$ cat config.mk
export PLATFORM = sky130hd
export DESIGN_NAME = rr_mux_arb
export DESIGN_NICKNAME = d
export VERILOG_FILES = /design/src/rtl/rr_mux_pkg.sv /design/src/rtl/rr_mux_grant.sv /design/src/rtl/rr_mux_arb.sv
export SDC_FILE = /design/constraint.sdc
export NUM_CORES = 1
export LEC_CHECK = 0
export BUFFER_PORTS_ARGS = -buffer_cell sky130_fd_sc_hd__buf_2
export CORE_MARGIN = 3
export CORE_UTILIZATION = 50
export DETAILED_ROUTE_END_ITERATION = 10
export PLACE_DENSITY = 0.87
export SKIP_LAST_GASP = 1
export SLEW_MARGIN = 40
export SYNTH_ARGS = -nofsm -noshare
export SYNTH_HDL_FRONTEND = slang
export SYNTH_SLANG_ARGS = --single-unit
$ cat constraint.sdc
create_clock -name clk -period 6.54 [get_ports clk]
set_input_delay 1.308 -clock clk [delete_from_list [all_inputs] [get_ports clk]]
set_output_delay 1.308 -clock clk [all_outputs]
set_load 0.03 [all_outputs]
$ cat src/rtl/rr_mux_pkg.sv
// Shared constants and the rotate-priority one-hot grant helper for rr_mux_arb.
package rr_mux_pkg;
  localparam int DEF_NUM_CH = 4;
  localparam int DEF_WIDTH  = 32;
  // Upper bound on channel count supported by the grant helper.
  localparam int MAX_CH     = 32;
  localparam int MAX_SEL_W  = 5;

  // One-hot grant: first set bit of req at or after ptr, wrapping mod n.
  function automatic logic [MAX_CH-1:0] rr_onehot(input logic [MAX_CH-1:0] req,
                                                  input int unsigned n,
                                                  input int unsigned ptr);
    logic [MAX_CH-1:0]    gnt;
    logic [MAX_SEL_W-1:0] idx;
    logic                 found;
    gnt   = '0;
    found = 1'b0;
    for (int unsigned k = 0; k < MAX_CH; k++) begin
      idx = MAX_SEL_W'((ptr + k) % n);
      if (k < n && !found && req[idx]) begin
        gnt[idx] = 1'b1;
        found    = 1'b1;
      end
    end
    return gnt;
  endfunction
endpackage

$ cat src/rtl/rr_mux_grant.sv
// Combinational rotate-priority encoder: grant index and found flag from req and ptr.
module rr_mux_grant
  import rr_mux_pkg::*;
#(
  parameter int NUM_CH = DEF_NUM_CH,
  parameter int SEL_W  = $clog2(DEF_NUM_CH)
) (
  input  logic [NUM_CH-1:0] req,
  input  logic [SEL_W-1:0]  ptr,
  output logic [SEL_W-1:0]  gnt_idx,
  output logic              found
);
  logic [MAX_CH-1:0] gnt_oh;

  always_comb begin
    gnt_oh  = rr_onehot(MAX_CH'(req), NUM_CH, 32'(ptr));
    gnt_idx = '0;
    for (int i = 0; i < MAX_CH; i++) begin
      if (gnt_oh[i]) gnt_idx = SEL_W'(i);
    end
    found = |gnt_oh;
  end
endmodule

$ cat src/rtl/rr_mux_arb.sv
// Round-robin arbitrating mux: NUM_CH valid/ready sources onto one registered output.
// Optional RR_MUX_FORCE_EN adds force_en/force_sel to bypass arbitration.
module rr_mux_arb
  import rr_mux_pkg::*;
#(
  parameter  int NUM_CH = DEF_NUM_CH,
  parameter  int WIDTH  = DEF_WIDTH,
  localparam int SEL_W  = $clog2(NUM_CH)
) (
  input  logic                    clk,
  input  logic                    rst,
  input  logic [NUM_CH*WIDTH-1:0] in_data,
  input  logic [NUM_CH-1:0]       in_valid,
  output logic [NUM_CH-1:0]       in_ready,
  output logic [WIDTH-1:0]        out_data,
  output logic                    out_valid,
  input  logic                    out_ready,
  output logic [SEL_W-1:0]        out_sel
`ifdef RR_MUX_FORCE_EN
  ,
  input  logic                    force_en,
  input  logic [SEL_W-1:0]        force_sel
`endif
);
  logic [SEL_W-1:0] ptr_q, ptr_d;
  logic [WIDTH-1:0] out_data_q, out_data_d;
  logic [SEL_W-1:0] out_sel_q, out_sel_d;
  logic             out_valid_q, out_valid_d;

  logic [SEL_W-1:0] rr_idx, g;
  logic             rr_found, found, forced;
  logic             load, xfer;
  logic [WIDTH-1:0] sel_data;

  rr_mux_grant #(.NUM_CH(NUM_CH), .SEL_W(SEL_W)) u_grant (
    .req     (in_valid),
    .ptr     (ptr_q),
    .gnt_idx (rr_idx),
    .found   (rr_found)
  );

  always_comb begin
    g      = rr_idx;
    found  = rr_found;
    forced = 1'b0;
`ifdef RR_MUX_FORCE_EN
    if (force_en) begin
      // Out-of-range force_sel matches no channel, so there is no grant.
      forced = 1'b1;
      g      = force_sel;
      found  = 1'b0;
      for (int i = 0; i < NUM_CH; i++) begin
        if (force_sel == SEL_W'(i)) found = in_valid[i];
      end
    end
`endif
  end

  assign load = !out_valid_q || out_ready;
  assign xfer = load && found && !rst;

  always_comb begin
    in_ready = '0;
    sel_data = '0;
    for (int i = 0; i < NUM_CH; i++) begin
      if (g == SEL_W'(i)) begin
        in_ready[i] = xfer;
        sel_data    = in_data[i*WIDTH +: WIDTH];
      end
    end
  end

  always_comb begin
    ptr_d       = ptr_q;
    out_data_d  = out_data_q;
    out_sel_d   = out_sel_q;
    out_valid_d = out_valid_q;
    if (load) out_valid_d = found;
    if (xfer) begin
      out_data_d = sel_data;
      out_sel_d  = g;
      // Explicit wrap keeps non-power-of-2 channel counts correct.
      if (!forced) ptr_d = (g == SEL_W'(NUM_CH-1)) ? '0 : g + 1'b1;
    end
  end

  always_ff @(posedge clk) begin
    if (rst) begin
      ptr_q       <= '0;
      out_data_q  <= '0;
      out_sel_q   <= '0;
      out_valid_q <= 1'b0;
    end else begin
      ptr_q       <= ptr_d;
      out_data_q  <= out_data_d;
      out_sel_q   <= out_sel_d;
      out_valid_q <= out_valid_d;
    end
  end

  assign out_data  = out_data_q;
  assign out_sel   = out_sel_q;
  assign out_valid = out_valid_q;
endmodule
# == Word-level counts from Yosys, hierarchy flattened ==
# Cells that the tools add are included.
# totals
reg_bits,37
# classes
muxes,63
n_lt_le_gt_ge,8
bitwise_logic,3
reduce_logical,17
n_eq_ne,3
add_sub_neg,4
# ops
cell,count
$mux W32,7
$or A32 B4 Y32,3
$mux W2,31
$reduce_or A32 Y1,1
$lt A2 B6 Y1 const B,4
$mux W1,16
$logic_and A1 B1 Y1,9
$bmux W1 S2,4
$demux W1 S2,4
$ge A2 B1 Y1 const B,4
$logic_not A1 Y1,5
$add A2 B1 Y2 const B,2
$add A2 B2 Y2 const B,2
$eq A2 B2 Y1 const B,2
$mux W4,1
$eq A2 B1 Y1 const B,1
$logic_not A2 Y1,1
$logic_or A1 B1 Y1,1

# == Longest topological paths before layout ==
# logic_depth
word_depth,48
depth_mapped,16
depth_no_buf,14

# == By module ==
# A second synthesis with hierarchy kept.
# unflattened
hier_cells,359
area_unflattened_um2,3054.2
# modules_own_cells
module,area_per_inst_um2,seq_area_each_um2,cells_each,n_inst
rr_mux_arb,2706.3,740.7,322,1
rr_mux_grant,347.8,0.0,37,1

# == Worst setup path before layout ==
# No wires, ideal clock.
# synth_timing
kind,input to output
start,input port in_valid[1]
end,output port in_ready[1]
setup_slack_ns,1.098
arrival_time_ns,4.134
stages,9
required_time_ns,5.232
path_cell_list,mux4_2 > a221oi_2 > nand2b_1 > a31oi_4 > buf_4 > ha_1 > clkbuf_1 > clkbuf_1 > nor3b_1
# synth_between
elab_chain_cells,45
elab_cells_between_ends,60
classes_between,1 x eq/ne; 47 x mux; 3 x bitwise; 9 x reduce/logical
# synth_rtl
item,line,text
start: declaration,rr_mux_arb.sv:13,"input logic [NUM_CH-1:0] in_valid,"
$bmux W1 S2,rr_mux_pkg.sv:20,if (k < n && !found && req[idx]) begin
$mux W1 (not written as such),rr_mux_pkg.sv:20,
$mux W1,rr_mux_pkg.sv:20,
$logic_not A1 Y1,rr_mux_pkg.sv:20,
$logic_and A1 B1 Y1,rr_mux_pkg.sv:20,
$mux W1,rr_mux_pkg.sv:20,
$logic_not A1 Y1,rr_mux_pkg.sv:20,
$logic_and A1 B1 Y1,rr_mux_pkg.sv:20,
$mux W1,rr_mux_pkg.sv:20,
$logic_not A1 Y1,rr_mux_pkg.sv:20,
$logic_and A1 B1 Y1,rr_mux_pkg.sv:20,
$mux W32 (*),rr_mux_pkg.sv:20,
$mux W1,rr_mux_grant.sv:19,if (gnt_oh[i]) gnt_idx = SEL_W'(i);
$mux W2 (30 in series),rr_mux_grant.sv:19,
$eq A2 B1 Y1,rr_mux_arb.sv:66,if (g == SEL_W'(i)) begin
$mux W1 (*),rr_mux_arb.sv:66,
end: declaration,rr_mux_arb.sv:14,"output logic [NUM_CH-1:0] in_ready,"
# Mark *: on every way between the ends. The rest lies on a longest branch, timed or not. The select of a mux whose other input is x is not followed.

# == Worst setup path in the final report ==
# layout_timing
start,register ptr_q[0]
end,output port in_ready[0]
# layout_between
elab_chain_cells,45
elab_cells_between_ends,83
classes_between,3 x add/sub; 8 x order compare; 55 x mux; 3 x bitwise; 14 x reduce/logical
# layout_rtl
item,line,text
start: declaration,rr_mux_arb.sv:25,"logic [SEL_W-1:0] ptr_q, ptr_d;"
start signal: assignment,rr_mux_arb.sv:94,ptr_q <= ptr_d;
"parallel branches: the longest is 11 deep, another holds $lt A2 B6 Y1",-,
$mux W32 (*),rr_mux_pkg.sv:20,
$mux W1,rr_mux_grant.sv:19,
$mux W2 (30 in series),rr_mux_grant.sv:19,
$logic_not A2 Y1,rr_mux_arb.sv:66,
$mux W1 (*),rr_mux_arb.sv:66,
# Every way passes the cells marked *. The select of a mux whose other input is x is not followed.

==> run summary <==
# Max-Cap Violations -> 0
WP data required -> 5.23 ns
CTS tree -> yes
Syn Nets -> 534
Final TNS setup -> 0 ns
Initial Utilization -> 52.3%
Simple-gate share of the synthesized area -> 15.1%
Num CTS Buffers -> 5
Worst-Skew Late Latency -> 0.29 ns
Synth warn -> 0
Die H -> 88.2 µm
H-Tree Depth -> 2
Post CTS Setup Buffer Count -> 0
CP Class -> flip-flop to output pin
CP endpoint kind -> output pin
Total wire length -> 10300 µm
Fmax achieved -> 175 MHz
Most numerous cell on the critical path -> ha_1
First-pass GRT wire length -> 15400 µm
Worst Hold Class -> flip-flop to flip-flop
Ports -> 174
Grt ovf -> 0
Largest stage delay on the critical path -> 0.68 ns
Outcome -> finished, final reports clean
Total Nets Final -> 676
Distinct cell type count after synthesis -> 45
Xor/xnor share of the synthesized area -> 0%
Routed len/inst -> 16.8 µm
Setup Viol. Count Final -> 0
CTS Hold Bufs -> 0
Final hold violation count -> 0
Worst hold start -> out_data[20]$_SDFFE_PP0P_
Clock root buffer -> clkbuf_8
Reg2reg path depth -> 14
CTS sink cnt -> 37
Post-CTS resize count -> 0
Synthesis-stage register bit count -> 37
Post-Synth Adder-Cell Area -> 3.70%
Post-layout min period -> 5.71 ns
RSZ-0062 raised after global routing -> false
EDFF count, synth -> 0
Cell chain of the critical path -> inv_1, ha_1, mux4_2, nor2_1, a31oi_1, a31oi_4, buf_4, ha_1, nor3b_1, buf_2
Leading register cell type out of synthesis -> dfxtp_1
Reg-to-Reg End -> out_data[1]$_SDFFE_PP0P_
Initial antenna violation count -> 0
GPL Wtd Cong -> 0.926
Crit path max-delay cell type -> a31oi_4
Worst path arrival time -> 4.40 ns
Share of cells above drive strength 1 -> 47.0%
Num rows -> 29
Post-synth ARST share -> 0%
DRC -> 0
DRT Pass-1 Iters -> 5
Synthesis-to-layout area growth -> 27.8%
Main combinational cell family by area after synthesis -> compound AO/OA/AOI/OAI gates
Detail Route Antenna Nets -> 0
R2r setup slk -> 1.13 ns
Worst-margin pin slew -> 0.821 ns
Final Cycle Share -> 87.3%
Slew margin rel. -> 45.3%
Tot GR Track Use -> 24.6%
Fill cell count -> 522
Hold WS -> 0.460 ns
Hold Path Sink -> out_data[20]$_SDFFE_PP0P_
Worst setup SP type -> flip-flop
Syn Std Cell Area -> 3380 µm²
Crit-path max FO -> 22
DR iter-0 viols -> 132
PnR worst setup slack -> 0.828 ns
Core ar. -> 6460 µm²
Peak supply drop -> 0.336 mV
Syn avg cell area -> 8.69 µm²
Largest net degree at the start of global routing -> 67
Reg-to-Reg Start -> ptr_q[0]$_SDFFE_PP0P_
Final Max Tran Viols -> 0
Cells after synthesis -> 389
Pre-CTS WS -> 1.05 ns
Clock Tree Buf Depth -> 2
Synth Area in Compound Gates -> 42.7%
Pwr dens -> 674 nW/µm²
Worst-path clk slew -> 0.08 ns
Share of the yosys chip area belonging to registers -> 21.9%
LEAKAGE -> 1.80 nW
Final Skew -> 0.00779 ns
Detail Placement HPWL -> 7590 µm
DR vias -> 3584
Vias in the first global route -> 3214
Die ar. -> 7780 µm²
Mux contribution to synthesized area -> 4.52%
Port bufs -> 173
Hold path depth -> 2
Die W -> 88.2 µm
DR vias/cell -> 5.88
-- per-layer routing --
metal | track usage (%) | wire length, µm | vias to the layer above
li1 | - | - | 1739
met1 | 31.5 | 4280 | 1697
met2 | 43.0 | 5180 | 133
met3 | 3.91 | 648 | 15
met4 | 6.59 | 146 | 0
met5 | 0 | 0 | -
-- power by group --
part / switching [mW] / internal (mW)
Combinational: 1.42 / 0.919
Clock: 0.0863 / 0.114
Sequential: 0.0548 / 0.320
Total: 1.56 / 1.35
-- state kept, by name (all words and copies together) (netlist names) --
| signal | cells |
|---|---|
| out_valid | 1 |
| ptr_q | 2 |
| out_sel | 2 |
| out_data | 32 |
-- worst max-delay path by stage --
stage                               start  slack, ns  cells after the start           to
finish              ptr_q[0]$_SDFFE_PP0P_       0.83                     10  in_ready[0]
global route        ptr_q[0]$_SDFFE_PP0P_       0.52                     10  in_ready[0]
CTS                 ptr_q[0]$_SDFFE_PP0P_       0.81                     10  in_ready[0]
detailed placement            in_valid[1]       1.05                      9  in_ready[0]
global placement              in_valid[1]       0.90                      8  in_ready[3]
floorplan                     in_valid[1]       1.10                      9  in_ready[1]
-- cells in the mapped netlist (all sizes together) (2+ instances only) --
master | count | area (µm²)
a211o | 2 | 17.5
a211oi | 68 | 736
a21oi | 4 | 23.8
a221oi | 32 | 287
a31oi | 4 | 40.0
and2 | 4 | 25.0
buf | 18 | 156
clkbuf | 26 | 101
dfxtp | 37 | 741
ha | 10 | 125
inv | 39 | 149
mux2 | 2 | 22.5
mux2i | 4 | 40.0
mux4 | 4 | 90.1
nand2 | 38 | 143
nand2b | 4 | 25.0
nand3b | 2 | 15.0
nor2 | 3 | 11.3
nor2b | 36 | 225
nor3b | 4 | 30.0
o21ai | 5 | 28.8
o311ai | 2 | 35.0
o31ai | 31 | 233
-- metrics by stage --
step / instances / instance area (µm²) / utilization, % / power, mW
floorplan: 389 / 3380 / - / 2.29
finish: 610 / 4320 / 66.9 / 2.91
CTS: 609 / 4320 / 66.9 / 2.92
global placement: 600 / 4150 / 64.2 / 2.60
global route: 609 / 4320 / 66.9 / 3.14
detailed placement: 601 / 4200 / 65.1 / 2.72
-- cell usage in the layout, fill, tap and decap left out, types with 5 or more instances in the layout --
cell and n:
buf_2 173, a211oi_2 45, inv_1 38, nand2_1 38, dfxtp_1 37, nor2b_1 34, a221oi_1 31, o31ai_1 31
a211oi_1 23, ha_1 8, clkbuf_8 5, buf_4 5
-- critical path, delay by kind of cell, from the launching register on --
kind / cells / cell delay, ns
compound gates: 2 / 0.80
fa+ha+maj: 2 / 0.71
buf+inv: 3 / 0.89
flops: 1 / 0.65
mux: 1 / 0.61
simple gates: 2 / 0.44
-- area by class of cell --
type / count / area, µm² / share of cell area [%]
repair buffers: 179 / 931 / 21.5
clock buffers: 5 / 68.8 / 1.59
well taps: 77 / 96.3 / 2.23
clock inverters: 3 / 46.3 / 1.07
diodes: 1 / 2.50 / 0.0579
flip-flops and latches: 37 / 741 / 17.1
inverters: 39 / 149 / 3.45
multi-input cells: 269 / 2290 / 52.9
-- kinds of logic after synthesis --
group,Yosys count
AOI/OAI and AO/OA,153
and+or+nand+nor,96
buffers and inverters,83
DFF,37
muxes,10
adders and majority gates,10
(Power assumes the default switching activity.)
